[src/rtl/frame_sync_pkg.sv]
// rtl/frame_sync_pkg.sv - shared types and constants for the frame receive controller
// Contents: state_t (controller states), SYNC_LEN (detector pattern length),
//           DEF_PAYLOAD_BYTES / DEF_HUNT_TIMEOUT (default parameter values).
package frame_sync_pkg;

    typedef enum logic [1:0] {
        ST_IDLE    = 2'd0,
        ST_ARM     = 2'd1,
        ST_HUNT    = 2'd2,
        ST_PAYLOAD = 2'd3
    } state_t;

    localparam int SYNC_LEN          = 32;
    localparam int DEF_PAYLOAD_BYTES = 32;
    localparam int DEF_HUNT_TIMEOUT  = 8192;

endpackage

[src/rtl/byte_hold_reg.sv]
// rtl/byte_hold_reg.sv - single-entry valid/ready byte holding register with sticky overrun
// Ports:
//   clk, rst        clock, synchronous active-high reset
//   clr_i           drop the held byte (valid and data); wins over load_i
//   clr_ovr_i       clear the sticky overrun flag
//   load_i, data_i  offer a new byte; taken if empty or being accepted, else dropped
//   data_o, valid_o held byte and its valid
//   ready_i         downstream accept
//   overrun_o       sticky, a byte was dropped because the register was full
module byte_hold_reg (
    input  logic       clk,
    input  logic       rst,
    input  logic       clr_i,
    input  logic       clr_ovr_i,
    input  logic       load_i,
    input  logic [7:0] data_i,
    output logic [7:0] data_o,
    output logic       valid_o,
    input  logic       ready_i,
    output logic       overrun_o
);

    logic [7:0] data_q, data_d;
    logic       valid_q, valid_d;
    logic       ovr_q, ovr_d;
    logic       accept;

    assign accept = valid_q & ready_i;

    always_comb begin
        data_d  = data_q;
        valid_d = valid_q;
        ovr_d   = ovr_q;
        if (clr_ovr_i) begin
            ovr_d = 1'b0;
        end
        if (clr_i) begin
            data_d  = 8'h00;
            valid_d = 1'b0;
        end else if (load_i) begin
            // A byte being accepted this cycle frees the slot for the new one.
            if (!valid_q || accept) begin
                data_d  = data_i;
                valid_d = 1'b1;
            end else begin
                ovr_d = 1'b1;
            end
        end else if (accept) begin
            valid_d = 1'b0;
        end
    end

    always_ff @(posedge clk) begin
        if (rst) begin
            data_q  <= 8'h00;
            valid_q <= 1'b0;
            ovr_q   <= 1'b0;
        end else begin
            data_q  <= data_d;
            valid_q <= valid_d;
            ovr_q   <= ovr_d;
        end
    end

    assign data_o    = data_q;
    assign valid_o   = valid_q;
    assign overrun_o = ovr_q;

endmodule

[src/rtl/frame_sync_ctrl.sv]
// rtl/frame_sync_ctrl.sv - sync-detector sequencer and fixed-length payload byte capture
// Ports:
//   clk, rst         clock, synchronous active-high reset
//   en_i             level enable; low returns to IDLE and discards the frame
//   data_i           demodulated bit, bit_valid_i qualifies it for capture
//   det_start_i      sticky sync-found flag from the detector (used in HUNT only)
//   det_rst_o        detector re-arm (high in reset, IDLE and ARM)
//   byte_o/byte_valid_o/byte_ready_i  payload byte stream
//   frame_done_o     pulse with the last payload byte
//   hunt_timeout_o   pulse in the final HUNT cycle before re-arming
//   overrun_o        sticky, a byte was dropped; cleared in ARM
//   busy_o           high outside IDLE
module frame_sync_ctrl
    import frame_sync_pkg::*;
#(
    parameter int PAYLOAD_BYTES = DEF_PAYLOAD_BYTES,
    parameter int HUNT_TIMEOUT  = DEF_HUNT_TIMEOUT
) (
    input  logic       clk,
    input  logic       rst,
    input  logic       en_i,
    input  logic       data_i,
    input  logic       bit_valid_i,
    input  logic       det_start_i,
    output logic       det_rst_o,
    output logic [7:0] byte_o,
    output logic       byte_valid_o,
    input  logic       byte_ready_i,
    output logic       frame_done_o,
    output logic       hunt_timeout_o,
    output logic       overrun_o,
    output logic       busy_o
);

    localparam int            TW        = $clog2(HUNT_TIMEOUT);
    localparam logic [TW-1:0] TMO_LAST  = TW'(HUNT_TIMEOUT - 1);
    localparam logic [7:0]    BYTE_LAST = 8'(PAYLOAD_BYTES - 1);

    state_t        state_q, state_d;
    logic [TW-1:0] tmo_q, tmo_d;
    logic [2:0]    bit_q, bit_d;
    logic [7:0]    byte_q, byte_d;
    logic [7:0]    sr_q, sr_d;
    logic          done_q, done_d;
    logic          load, clr_ovr, tmo_hit;

    always_comb begin
        state_d = state_q;
        tmo_d   = tmo_q;
        bit_d   = bit_q;
        byte_d  = byte_q;
        sr_d    = sr_q;
        done_d  = 1'b0;
        load    = 1'b0;
        clr_ovr = 1'b0;
        tmo_hit = 1'b0;
        unique case (state_q)
            ST_IDLE: begin
                if (en_i) state_d = ST_ARM;
            end
            ST_ARM: begin
                bit_d   = 3'd0;
                byte_d  = 8'd0;
                sr_d    = 8'h00;
                tmo_d   = '0;
                clr_ovr = 1'b1;
                state_d = ST_HUNT;
            end
            ST_HUNT: begin
                // Sync found in the expiring cycle still counts as a sync.
                if (det_start_i) begin
                    tmo_d   = '0;
                    state_d = ST_PAYLOAD;
                end else if (tmo_q == TMO_LAST) begin
                    tmo_hit = 1'b1;
                    tmo_d   = '0;
                    state_d = ST_ARM;
                end else begin
                    tmo_d = tmo_q + TW'(1);
                end
            end
            ST_PAYLOAD: begin
                if (bit_valid_i) begin
                    sr_d  = {sr_q[6:0], data_i};
                    bit_d = bit_q + 3'd1;
                    if (bit_q == 3'd7) begin
                        load   = 1'b1;
                        byte_d = byte_q + 8'd1;
                        if (byte_q == BYTE_LAST) begin
                            done_d  = 1'b1;
                            state_d = ST_ARM;
                        end
                    end
                end
            end
        endcase
        // Disable overrides everything: abandon the frame silently.
        if (!en_i) begin
            state_d = ST_IDLE;
            load    = 1'b0;
            done_d  = 1'b0;
            clr_ovr = 1'b0;
            tmo_hit = 1'b0;
        end
    end

    always_ff @(posedge clk) begin
        if (rst) begin
            state_q <= ST_IDLE;
            tmo_q   <= '0;
            bit_q   <= 3'd0;
            byte_q  <= 8'd0;
            sr_q    <= 8'h00;
            done_q  <= 1'b0;
        end else begin
            state_q <= state_d;
            tmo_q   <= tmo_d;
            bit_q   <= bit_d;
            byte_q  <= byte_d;
            sr_q    <= sr_d;
            done_q  <= done_d;
        end
    end

    byte_hold_reg u_hold (
        .clk       (clk),
        .rst       (rst),
        .clr_i     (!en_i),
        .clr_ovr_i (clr_ovr),
        .load_i    (load),
        .data_i    (sr_d),
        .data_o    (byte_o),
        .valid_o   (byte_valid_o),
        .ready_i   (byte_ready_i),
        .overrun_o (overrun_o)
    );

    // rst term keeps the detector in reset before the first clock edge lands.
    assign det_rst_o      = rst | (state_q == ST_IDLE) | (state_q == ST_ARM);
    assign busy_o         = (state_q != ST_IDLE);
    assign frame_done_o   = done_q;
    assign hunt_timeout_o = tmo_hit;

endmodule

[config.mk]
export PLATFORM = sky130hd
export DESIGN_NAME = frame_sync_ctrl
export DESIGN_NICKNAME = d
export VERILOG_FILES = /design/src/rtl/frame_sync_pkg.sv /design/src/rtl/byte_hold_reg.sv /design/src/rtl/frame_sync_ctrl.sv
export SDC_FILE = /design/constraint.sdc
export NUM_CORES = 1
export LEC_CHECK = 0
export CAP_MARGIN = 20
export CORE_ASPECT_RATIO = 0.9
export CORE_UTILIZATION = 55
export CTS_CLUSTER_SIZE = 16
export DETAILED_ROUTE_END_ITERATION = 12
export PLACE_DENSITY = 0.77
export SETUP_SLACK_MARGIN = 0.2
export SLEW_MARGIN = 20
export SYNTH_ARGS = -nofsm -noshare
export SYNTH_HDL_FRONTEND = slang
export SYNTH_SLANG_ARGS = --single-unit
[constraint.sdc]
create_clock -name clk -period 1.9 [get_ports clk]
set_input_delay 0.19 -clock clk [delete_from_list [all_inputs] [get_ports clk]]
set_output_delay 0.19 -clock clk [all_outputs]
set_load 0.01 [all_outputs]
==> impl_metrics.env <==
export IMPL_ys_seq_elements=45
export IMPL_ys_top_cells_by_area="dfxtp_1 41%, nor2_1 5.9%, ha_1 4.5%"
export IMPL_worstSetupStartpointType="flop"
export IMPL_clk_pin_slew_ps=90
export IMPL_vias=1983
export IMPL_syn2layout_area_growth_pct=28.7
export IMPL_regArea_um2=920
export IMPL_syn_area_um2=2220
export IMPL_setup_slack_ps=167
export IMPL_drc=0
export IMPL_fill_cells=280
export IMPL_path_cells="ha_2 > and3_4 > buf_4 > and4_2 > or4_1 > a31oi_1"
export IMPL_reg2reg_slack_ps=170
export IMPL_ys_types=46
export IMPL_antenna_found_initial=0
export IMPL_wire_per_inst_um=15.4
export IMPL_cts_tree="done"
export IMPL_dp_cells=322
export IMPL_critPathMaxFanout=4
export IMPL_rsz0062_at_grt="yes"
export IMPL_drt_iter0_drc=174
export IMPL_start_util_pct=58.7
export IMPL_postSynthCellCount=248
export IMPL_track_usage_pct=24.9
export IMPL_min_path_type="reg -> reg"
export IMPL_antenna_left=0
export IMPL_cts_htree_levels=2
export IMPL_grt_pass1_wl_um=8140
export IMPL_fp_dieH_um=62.3
export IMPL_worstSetupPathType="reg -> reg"
export IMPL_die_area_um2=4290
export IMPL_powerDensity_nw_per_um2=638
export IMPL_netlist_area_leader_share_pct=40.6
export IMPL_grt_pass1_vias=1775
export IMPL_ys_warn_count=0
export IMPL_cts_sinks=45
export IMPL_vias_per_cell=5.92
export IMPL_dp_hpwl_um=3420
export IMPL_finish_utilization_pct=75.5
export IMPL_clk_latency_ps=300
export IMPL_grt_overflow=0
export IMPL_dr_pass1_iters=5
export IMPL_slew_limit_headroom_pct=77.6
export IMPL_critPathBufInv=1
export IMPL_final_layout_size_suffix_gt1_share_pct=29.1
export IMPL_critPathCaptureType="flop"
export IMPL_placement_io_buffers=20
export IMPL_synth_most_common_cell="dfxtp_1"
export IMPL_synthFlopType="dfxtp_1"
export IMPL_final_area_um2=2860
export IMPL_pre_cts_slack_ps=47.6
export IMPL_hold_slack_ps=492
export IMPL_crit_arrival_ps=1960
export IMPL_critical_path_top_delay_family="simple AND/OR/NAND/NOR gates"
export IMPL_cap_viol_max_count=0
export IMPL_globalplace_congestion=0.793
export IMPL_max_freq_mhz=577
export IMPL_clock_skew_ps=5.89
export IMPL_final_nets=303
export IMPL_n_antenna_cell=0
export IMPL_avgSynthCellArea_um2=8.95
export IMPL_slew_violations=0
export IMPL_fp_row_count=21
export IMPL_stdcell_count=335
export IMPL_synthArstFlopShare_pct=0
export IMPL_core_um2=3780
export IMPL_multi_input_area_um2=1330
export IMPL_ys_seq_area_share_pct=40.6
export IMPL_vdd_drop_max_uv=578
export IMPL_power_leakage_nw=0.997
export IMPL_pin_count=21
export IMPL_clockRootBuffer="clkbuf_8"
export IMPL_syn_nets=263
export IMPL_status="completed"
export IMPL_grt_max_degree=30
export IMPL_layout_min_cycle_time_ps=1730
export IMPL_hold_viol=0
export IMPL_power_total_mw=1.82
export IMPL_die_x_um=69.0
export IMPL_worst_endpoint_required_ps=2120
export IMPL_setup_viol=0
export IMPL_cts_hold_buf=0
export IMPL_dpl_cell_area_um2=2550
export IMPL_critPathSlowestCell="or4_1"
export IMPL_synth_edf_count=0
export IMPL_synthTopCellsByCount="45 x dfxtp_1, 35 x nor2_1, 18 x nand2_1, 12 x a211oi_1, 11 x a21oi_1"
export IMPL_fin_tns_setup_ps=0
export IMPL_wirelength_um=5160
export IMPL_yosysTopAreaCell="dfxtp_1"
export IMPL_critPathMaxStageDelay_ps=410
export IMPL_numCtsBuffers=5
export IMPL_period_share_pct=91.2
export IMPL_clock_path_buffers=2
export IMPL_worst_pin_slew_ps=336
path summary, 6_finish.rpt:
kind,start,end,cells past startpoint
hold / removal,tmo_q[5],tmo_q[5],2
setup reg to reg,tmo_q[0],tmo_q[6],6
hold reg to reg,tmo_q[5],tmo_q[5],2
setup / recovery,tmo_q[0],tmo_q[6],6
worst min-delay path: cells and delay by family (launching register included):
| family | cells | cell delay [ps] |
|---|---|---|
| AOI/OAI and AO/OA | 1 | 50 |
| DFF | 1 | 350 |
| and+or+nand+nor | 1 | 60 |
layout by cell type, fill, tap and decap left out, types with 3 or more instances in the layout:
| cell type | instances |
|---|---|
| dfxtp_1 | 34 |
| nor2_1 | 33 |
| buf_4 | 23 |
| nand2_1 | 18 |
| clkdlybuf4s50_1 | 17 |
| a211oi_1 | 11 |
| a22oi_1 | 9 |
| a21oi_1 | 9 |
| dfxtp_2 | 9 |
| nand3_1 | 8 |
| nand4_1 | 8 |
| mux2_2 | 7 |
| nand2b_1 | 6 |
| xnor2_1 | 5 |
| clkbuf_8 | 5 |
| inv_1 | 4 |
| or3_1 | 4 |
| a31oi_1 | 4 |
| xor2_1 | 4 |
| or4_1 | 3 |
| o21ai_0 | 3 |
| ha_4 | 3 |
| ha_2 | 3 |
logic make-up (layout without fill, tap and decap cells):
family	Yosys count	after routing	synth area share, %
and+or+nand+nor	108	108	25.8
AOI/OAI and AO/OA	49	49	15.2
DFF	45	45	40.6
buffers and inverters	20	61	5.92
xor gates and xnor gates	9	9	3.55
muxes	9	9	4.45
adders and majority gates	8	8	4.51
timing repair:
item / in CTS / in global routing
pin swaps: 4 / 3
setup endpoints to repair: 16 / 26
buffers inserted: 1 / 3
gates cloned: 0 / 1
gates resized for setup: 21 / 33
layout make-up:
class / instances / area share (%)
inverter: 6 / 0.788
sequential: 45 / 32.2
timing repair buffer: 47 / 14.4
tap: 46 / 2.01
multi-input combinational: 183 / 46.4
clock buffer: 5 / 2.41
clock inverter: 3 / 1.75
power by group:
part,total [mW],switching [mW],internal [mW]
clock network,0.760,0.357,0.403
registers,0.947,0.00432,0.943
logic,0.117,0.0643,0.0529
total,1.82,0.425,1.40
sequential cells by signal, indices dropped and copies added, names as in the netlist:
name / count
u_hold.overrun_o: 1
bit_q: 3
u_hold.data_o: 8
byte_q: 8
frame_done_o: 1
sr_q: 8
state_q: 2
u_hold.valid_o: 1
tmo_q: 13
routing by layer:
metal / wire [µm] / up-vias / global-route usage (%)
met4: 24 / 0 / 7.14
met5: 0 / - / 0
met3: 230 / 2 / 5.15
li1: - / 985 / -
met1: 2500 / 948 / 34.6
met2: 2410 / 48 / 38.2
No activity file was read; power rests on OpenSTA's default activity.
